[src/rtl/mem_ctrl_pkg.sv]
// Shared definitions for the byte-wide RAM port controller: state encoding,
// access-length codes, I/O-region select value and the byte-sequencing helper.
`ifndef Zero
`define Zero 32'h0000_0000
`endif

package mem_ctrl_pkg;

  typedef enum logic [1:0] {
    ST_IDLE   = 2'd0,
    ST_IF_RD  = 2'd1,
    ST_MEM_RD = 2'd2,
    ST_MEM_WR = 2'd3
  } state_t;

  localparam logic [1:0] LEN_B = 2'd0;
  localparam logic [1:0] LEN_H = 2'd1;
  localparam logic [1:0] LEN_W = 2'd2;

  localparam logic [1:0] IO_REGION = 2'b11;

  // Wide enough to count edges up to N+1 for a 4-byte read.
  localparam int CNT_W = 3;

  localparam logic [31:0] ZERO_WORD = `Zero;

  // Length code 3 is treated as a word access.
  function automatic logic [CNT_W-1:0] len_to_bytes(input logic [1:0] len);
    case (len)
      LEN_B:   len_to_bytes = CNT_W'(1);
      LEN_H:   len_to_bytes = CNT_W'(2);
      default: len_to_bytes = CNT_W'(4);
    endcase
  endfunction

endpackage

[src/rtl/mem_byte_engine.sv]
// Byte sequencer: drives N address/data beats onto the RAM bus and assembles
// read bytes little-endian; reports the completing edge combinationally.
module mem_byte_engine
  import mem_ctrl_pkg::*;
#(
  parameter int ADDR_WIDTH = 32
) (
  input  logic                  clk,
  input  logic                  rst,
  input  logic                  start,
  input  logic                  abort,
  input  logic                  we,
  input  logic [CNT_W-1:0]      nbytes,
  input  logic [ADDR_WIDTH-1:0] addr,
  input  logic [31:0]           wdata,
  input  logic [7:0]            ram_din,
  output logic [ADDR_WIDTH-1:0] ram_a,
  output logic [7:0]            ram_dout,
  output logic                  ram_wr,
  output logic                  fin,
  output logic [31:0]           rdata_fin
);

  logic                  active_reg;
  logic [CNT_W-1:0]      cnt_reg;
  logic [CNT_W-1:0]      n_reg;
  logic                  we_reg;
  logic [ADDR_WIDTH-1:0] base_reg;
  logic [31:0]           wdata_reg;
  logic [31:0]           acc_reg;

  logic [CNT_W-1:0]      step;
  logic [1:0]            cap_lane;
  logic                  capture;
  logic [31:0]           acc_next;

  // step is the index of the edge being taken, counted from the acceptance edge.
  always_comb begin
    step     = cnt_reg + CNT_W'(1);
    cap_lane = step[1:0] - 2'd2;
    capture  = active_reg && !we_reg && (step >= CNT_W'(2));
    fin      = active_reg && !abort &&
               (we_reg ? (step == n_reg) : (step == n_reg + CNT_W'(1)));
  end

  genvar gi;
  generate
    for (gi = 0; gi < 4; gi++) begin : g_lane
      assign acc_next[8*gi +: 8] = (capture && (cap_lane == 2'(gi))) ? ram_din
                                                                     : acc_reg[8*gi +: 8];
    end
  endgenerate

  assign rdata_fin = acc_next;

  always_ff @(posedge clk) begin
    if (rst) begin
      active_reg <= 1'b0;
      cnt_reg    <= '0;
      n_reg      <= '0;
      we_reg     <= 1'b0;
      base_reg   <= '0;
      wdata_reg  <= ZERO_WORD;
      acc_reg    <= ZERO_WORD;
      ram_a      <= '0;
      ram_dout   <= 8'h00;
      ram_wr     <= 1'b0;
    end else if (start) begin
      active_reg <= 1'b1;
      cnt_reg    <= '0;
      n_reg      <= nbytes;
      we_reg     <= we;
      base_reg   <= addr;
      wdata_reg  <= wdata;
      acc_reg    <= ZERO_WORD;
      ram_a      <= addr;
      ram_dout   <= wdata[7:0];
      ram_wr     <= we;
    end else if (active_reg) begin
      if (abort) begin
        active_reg <= 1'b0;
        ram_wr     <= 1'b0;
      end else begin
        cnt_reg <= step;
        acc_reg <= acc_next;
        if (step < n_reg) begin
          ram_a    <= base_reg + ADDR_WIDTH'(step);
          ram_dout <= wdata_reg[{step[1:0], 3'b000} +: 8];
        end else begin
          ram_wr <= 1'b0;
        end
        if (fin) active_reg <= 1'b0;
      end
    end
  end

endmodule

[src/rtl/mem_ctrl.sv]
// Arbiter for the shared byte-wide RAM port: MEM beats IF, IF is cancelled
// by flush, I/O stores wait for io_full to clear; sequencing is delegated.
module mem_ctrl
  import mem_ctrl_pkg::*;
#(
  parameter int ADDR_WIDTH = 32,
  parameter int IO_SEL_HI  = 17
) (
  input  logic                  clk,
  input  logic                  rst,
  input  logic                  if_req,
  input  logic [ADDR_WIDTH-1:0] if_addr,
  output logic [31:0]           if_data,
  output logic                  if_done,
  input  logic                  flush,
  input  logic                  mem_req,
  input  logic                  mem_we,
  input  logic [1:0]            mem_len,
  input  logic [ADDR_WIDTH-1:0] mem_addr,
  input  logic [31:0]           mem_wdata,
  output logic [31:0]           mem_rdata,
  output logic                  mem_done,
  input  logic                  io_full,
  input  logic [7:0]            ram_din,
  output logic [7:0]            ram_dout,
  output logic [ADDR_WIDTH-1:0] ram_a,
  output logic                  ram_wr,
  output logic                  busy
);

  state_t state_reg;

  logic                  is_io;
  logic                  mem_ok;
  logic                  can_arb;
  logic                  start_mem;
  logic                  start_if;
  logic                  eng_start;
  logic                  eng_abort;
  logic                  eng_we;
  logic [CNT_W-1:0]      eng_len;
  logic [ADDR_WIDTH-1:0] eng_addr;
  logic [31:0]           eng_wdata;
  logic                  eng_fin;
  logic [31:0]           eng_rdata;

  // Arbitrating only while both done pulses are low leaves a bubble after each
  // completion, so a request still held from the finished access is not re-served.
  always_comb begin
    is_io     = (mem_addr[IO_SEL_HI:IO_SEL_HI-1] == IO_REGION);
    mem_ok    = mem_req && !(mem_we && is_io && io_full);
    can_arb   = (state_reg == ST_IDLE) && !if_done && !mem_done;
    start_mem = can_arb && mem_ok;
    start_if  = can_arb && !start_mem && if_req && !flush;
    eng_start = start_mem || start_if;
    eng_abort = (state_reg == ST_IF_RD) && flush;
    eng_we    = 1'b0;
    eng_len   = CNT_W'(4);
    eng_addr  = if_addr;
    eng_wdata = ZERO_WORD;
    if (start_mem) begin
      eng_we    = mem_we;
      eng_len   = len_to_bytes(mem_len);
      eng_addr  = mem_addr;
      eng_wdata = mem_wdata;
    end
  end

  mem_byte_engine #(
    .ADDR_WIDTH(ADDR_WIDTH)
  ) u_engine (
    .clk       (clk),
    .rst       (rst),
    .start     (eng_start),
    .abort     (eng_abort),
    .we        (eng_we),
    .nbytes    (eng_len),
    .addr      (eng_addr),
    .wdata     (eng_wdata),
    .ram_din   (ram_din),
    .ram_a     (ram_a),
    .ram_dout  (ram_dout),
    .ram_wr    (ram_wr),
    .fin       (eng_fin),
    .rdata_fin (eng_rdata)
  );

  always_ff @(posedge clk) begin
    if (rst) begin
      state_reg <= ST_IDLE;
      busy      <= 1'b0;
      if_done   <= 1'b0;
      mem_done  <= 1'b0;
      if_data   <= ZERO_WORD;
      mem_rdata <= ZERO_WORD;
    end else begin
      if_done  <= 1'b0;
      mem_done <= 1'b0;
      case (state_reg)
        ST_IDLE: begin
          if (start_mem) begin
            state_reg <= mem_we ? ST_MEM_WR : ST_MEM_RD;
            busy      <= 1'b1;
          end else if (start_if) begin
            state_reg <= ST_IF_RD;
            busy      <= 1'b1;
          end
        end
        ST_IF_RD: begin
          // A redirect wins even on the completing edge; the fetched word is dropped.
          if (flush) begin
            state_reg <= ST_IDLE;
            busy      <= 1'b0;
          end else if (eng_fin) begin
            if_data   <= eng_rdata;
            if_done   <= 1'b1;
            state_reg <= ST_IDLE;
            busy      <= 1'b0;
          end
        end
        ST_MEM_RD: begin
          if (eng_fin) begin
            mem_rdata <= eng_rdata;
            mem_done  <= 1'b1;
            state_reg <= ST_IDLE;
            busy      <= 1'b0;
          end
        end
        ST_MEM_WR: begin
          if (eng_fin) begin
            mem_done  <= 1'b1;
            state_reg <= ST_IDLE;
            busy      <= 1'b0;
          end
        end
        default: begin
          state_reg <= ST_IDLE;
          busy      <= 1'b0;
        end
      endcase
    end
  end

endmodule

[config.mk]
export PLATFORM = sky130hd
export DESIGN_NAME = mem_ctrl
export DESIGN_NICKNAME = d
export VERILOG_FILES = /design/src/rtl/mem_ctrl_pkg.sv /design/src/rtl/mem_byte_engine.sv /design/src/rtl/mem_ctrl.sv
export SDC_FILE = /design/constraint.sdc
export NUM_CORES = 1
export LEC_CHECK = 0
export CORE_MARGIN = 2
export CORE_UTILIZATION = 55
export CTS_CLUSTER_DIAMETER = 200
export DETAILED_ROUTE_END_ITERATION = 16
export PLACE_DENSITY = 0.87
export SKIP_LAST_GASP = 1
export SYNTH_ARGS = -nofsm -noshare
export SYNTH_HDL_FRONTEND = slang
export SYNTH_SLANG_ARGS = --single-unit
[constraint.sdc]
create_clock -name clk -period 11.05 [get_ports clk]
set_input_delay 2.21 -clock clk [delete_from_list [all_inputs] [get_ports clk]]
set_output_delay 2.21 -clock clk [all_outputs]
set_load 0.01 [all_outputs]
==> results_dict.tcl <==
set metrics [dict create \
    yosysSeqAreaShare_pct 44.0 \
    synthArstFlopShare_pct 0 \
    finalSetupTns_ns 0 \
    syn_area_um2 9750 \
    endpoint_kind "flip-flop" \
    syn_area_per_cell_um2 9.04 \
    rsz0062_at_grt "no" \
    drt_iter0_drc 766 \
    rows 48 \
    synth_common_cells "214 x dfxtp_1, 198 x nand2_1, 72 x mux2i_1" \
    synth-seq-cells 214 \
    grt_pass1_vias 8678 \
    gp_congestion 0.964 \
    clk_latency_ns 0.51 \
    p_per_area_nw_per_um2 168 \
    synth_nets 1204 \
    nFillCells 1253 \
    regArea_um2 4280 \
    fin_nets 1388 \
    cts_sinks 214 \
    root_buffer "clkbuf_16" \
    ir_drop_uv 138 \
    worst_r2r_path_depth 9 \
    die_y_um 137 \
    htreeDepth 1 \
    initial_core_util_pct 56.3 \
    period_share_pct 45.5 \
    io-pin-count 221 \
    grt_max_degree 97 \
    fmax_ghz 0.199 \
    routed_wl_mm 28.3 \
    syn_inst 1078 \
    cts_hold_buffers 0 \
    dp_hpwl_mm 19.3 \
    dieArea_um2 18800 \
    layout-area-overhead-vs-synth_pct 31.3 \
    yosys.area.top_type_share_pct 44.0 \
    cts_resized 0 \
    finalHoldViolations 0 \
    cts.clk_slew.worst_paths_ns 0.06 \
    multi_input_area_um2 5090 \
    drc 0 \
    die_w_um 137 \
    num_vias 9052 \
    dr.pass1.iters 5 \
    cp-start-kind "primary input" \
    grt_remaining_overflow 0 \
    slew_viol_final 0 \
    finalSetupViolations 0 \
    power_mw 2.15 \
    core_um2 17300 \
    synth_area_leaders "dfxtp_1 44%, nand2_1 7.6%, mux2i_1 7.4%" \
    cts_buffer_depth 3 \
    routed_via_density 6.02 \
    io_buffer_count 220 \
    ant_nets 0 \
    synth-edff-count 0 \
    ys_warn_count 0 \
    hp-class "reg2reg" \
    hold_path_depth 2 \
    tritoncts "built" \
    grt_usage_pct 29.6 \
    synth_ff_type "dfxtp_1" \
    cp.arrival_ns 5.37 \
    clock_skew_ns 0.00826 \
    cp.required_ns 11.39 \
    drv_cap 0 \
    min_period_ns 5.03 \
    outcome "complete, no violations" \
    cts_buffers 22 \
    p_leak_nw 5.01 \
    cp_max_fo 34 \
    relSlewSlack_pct 24.1 \
    post_cts_buffers 0 \
    synth_area_leader_cell "dfxtp_1" \
    post_synth_num_cell_types 67 \
    antenna_found_initial 1 \
    final_layout_size_suffix_gt1_share_pct 8.61 \
    path_class "in2reg" \
    routedWlPerCell_um 18.8 \
    tightest_slew_ns 1.14 \
    grt_pass1_wl_mm 44.6 \
    synth.most_common_cell "dfxtp_1" \
]
-- through the flow --
step                      instances  util (%)  instance area (um^2)  hold WS [ns]  setup slack, ns
after floorplan                1078         -                  9750         0.433             7.27
after global placement         1463      69.4                 12000         0.438             5.71
after detailed placement       1463      69.4                 12000         0.447             5.55
after CTS                      1503      74.0                 12800         0.456             6.07
after global routing           1504      74.0                 12800         0.471             5.83
final                          1504      74.0                 12800         0.456             6.02
-- final timing paths --
kind                                          start                           endpoint  slack [ns]
hold reg to reg   u_engine.acc_reg[19]$_SDFFE_PP0P_  u_engine.acc_reg[19]$_SDFFE_PP0P_        0.46
setup / recovery                              flush            if_data[5]$_SDFFE_PP0P_        6.02
setup reg to reg   u_engine.cnt_reg[0]$_SDFFE_PP0P_    u_engine.ram_a[30]$_SDFFE_PP0P_        6.67
hold / removal    u_engine.acc_reg[19]$_SDFFE_PP0P_  u_engine.acc_reg[19]$_SDFFE_PP0P_        0.46
-- logic make-up after synthesis --
family          after synthesis  share of synthesized area [%]
simple gates                391                           18.5
compound gates              230                           16.1
flops                       214                           44.0
mux                         112                           12.9
buf+inv                      88                           4.07
xor+xnor                     30                           2.70
fa+ha+maj                    13                           1.75
-- final cells by class --
| type | count | share of cell area, % |
|---|---|---|
| multi-input combinational | 776 | 39.7 |
| sequential | 214 | 33.5 |
| timing repair buffer | 232 | 17.9 |
| clock buffer | 32 | 5.22 |
| tap | 225 | 2.20 |
| clock inverter | 8 | 1.01 |
| inverter | 16 | 0.479 |
| antenna | 1 | 0.0196 |
-- cells in the final DEF, fill, tap and decap left out, types with 8 or more instances in the layout --
cell type          n
clkdlybuf4s50_1  219
dfxtp_1          214
nand2_1          198
mux2i_1           72
a21oi_1           69
nor2_1            57
nand3_1           50
mux2_2            32
a22o_1            25
o21ai_0           24
a211oi_1          22
clkbuf_16         22
nor3_1            15
inv_1             15
xnor2_1           15
xor2_1            15
ha_1              12
buf_4             12
nand4_1           11
and3_1            11
a311oi_1           9
a31oi_1            8
o211ai_1           8
nor4_1             8
a221oi_1           8
o22ai_1            8
mux4_2             8
clkbuf_8           8
-- power breakdown --
| part | switching, mW | leakage [nW] | internal [mW] |
|---|---|---|---|
| combinational | 0.246 | 2.87 | 0.204 |
| sequential | 0.0588 | 1.74 | 0.838 |
| clock | 0.308 | 0.392 | 0.491 |
| total | 0.613 | 5.01 | 1.53 |
-- critical path, stage by stage --
cell,delay [ns]
clkdlybuf4s50_1,0.48
and3b_1,0.26
nor2_4,0.61
a31oi_1,0.33
or4b_2,1.17
mux2i_1,0.26
-- per-layer routing --
layer | global-route usage, % | vias up | routed length, um | part of all wire, %
met5 | 0 | - | 0 | 0
li1 | - | 4251 | - | -
met4 | 10.0 | 0 | 809 | 2.9
met1 | 40.6 | 4327 | 12200 | 43
met3 | 5.37 | 66 | 2280 | 8.0
met2 | 47.0 | 408 | 13100 | 46
Note: power is estimated with default switching activity, not from simulation.
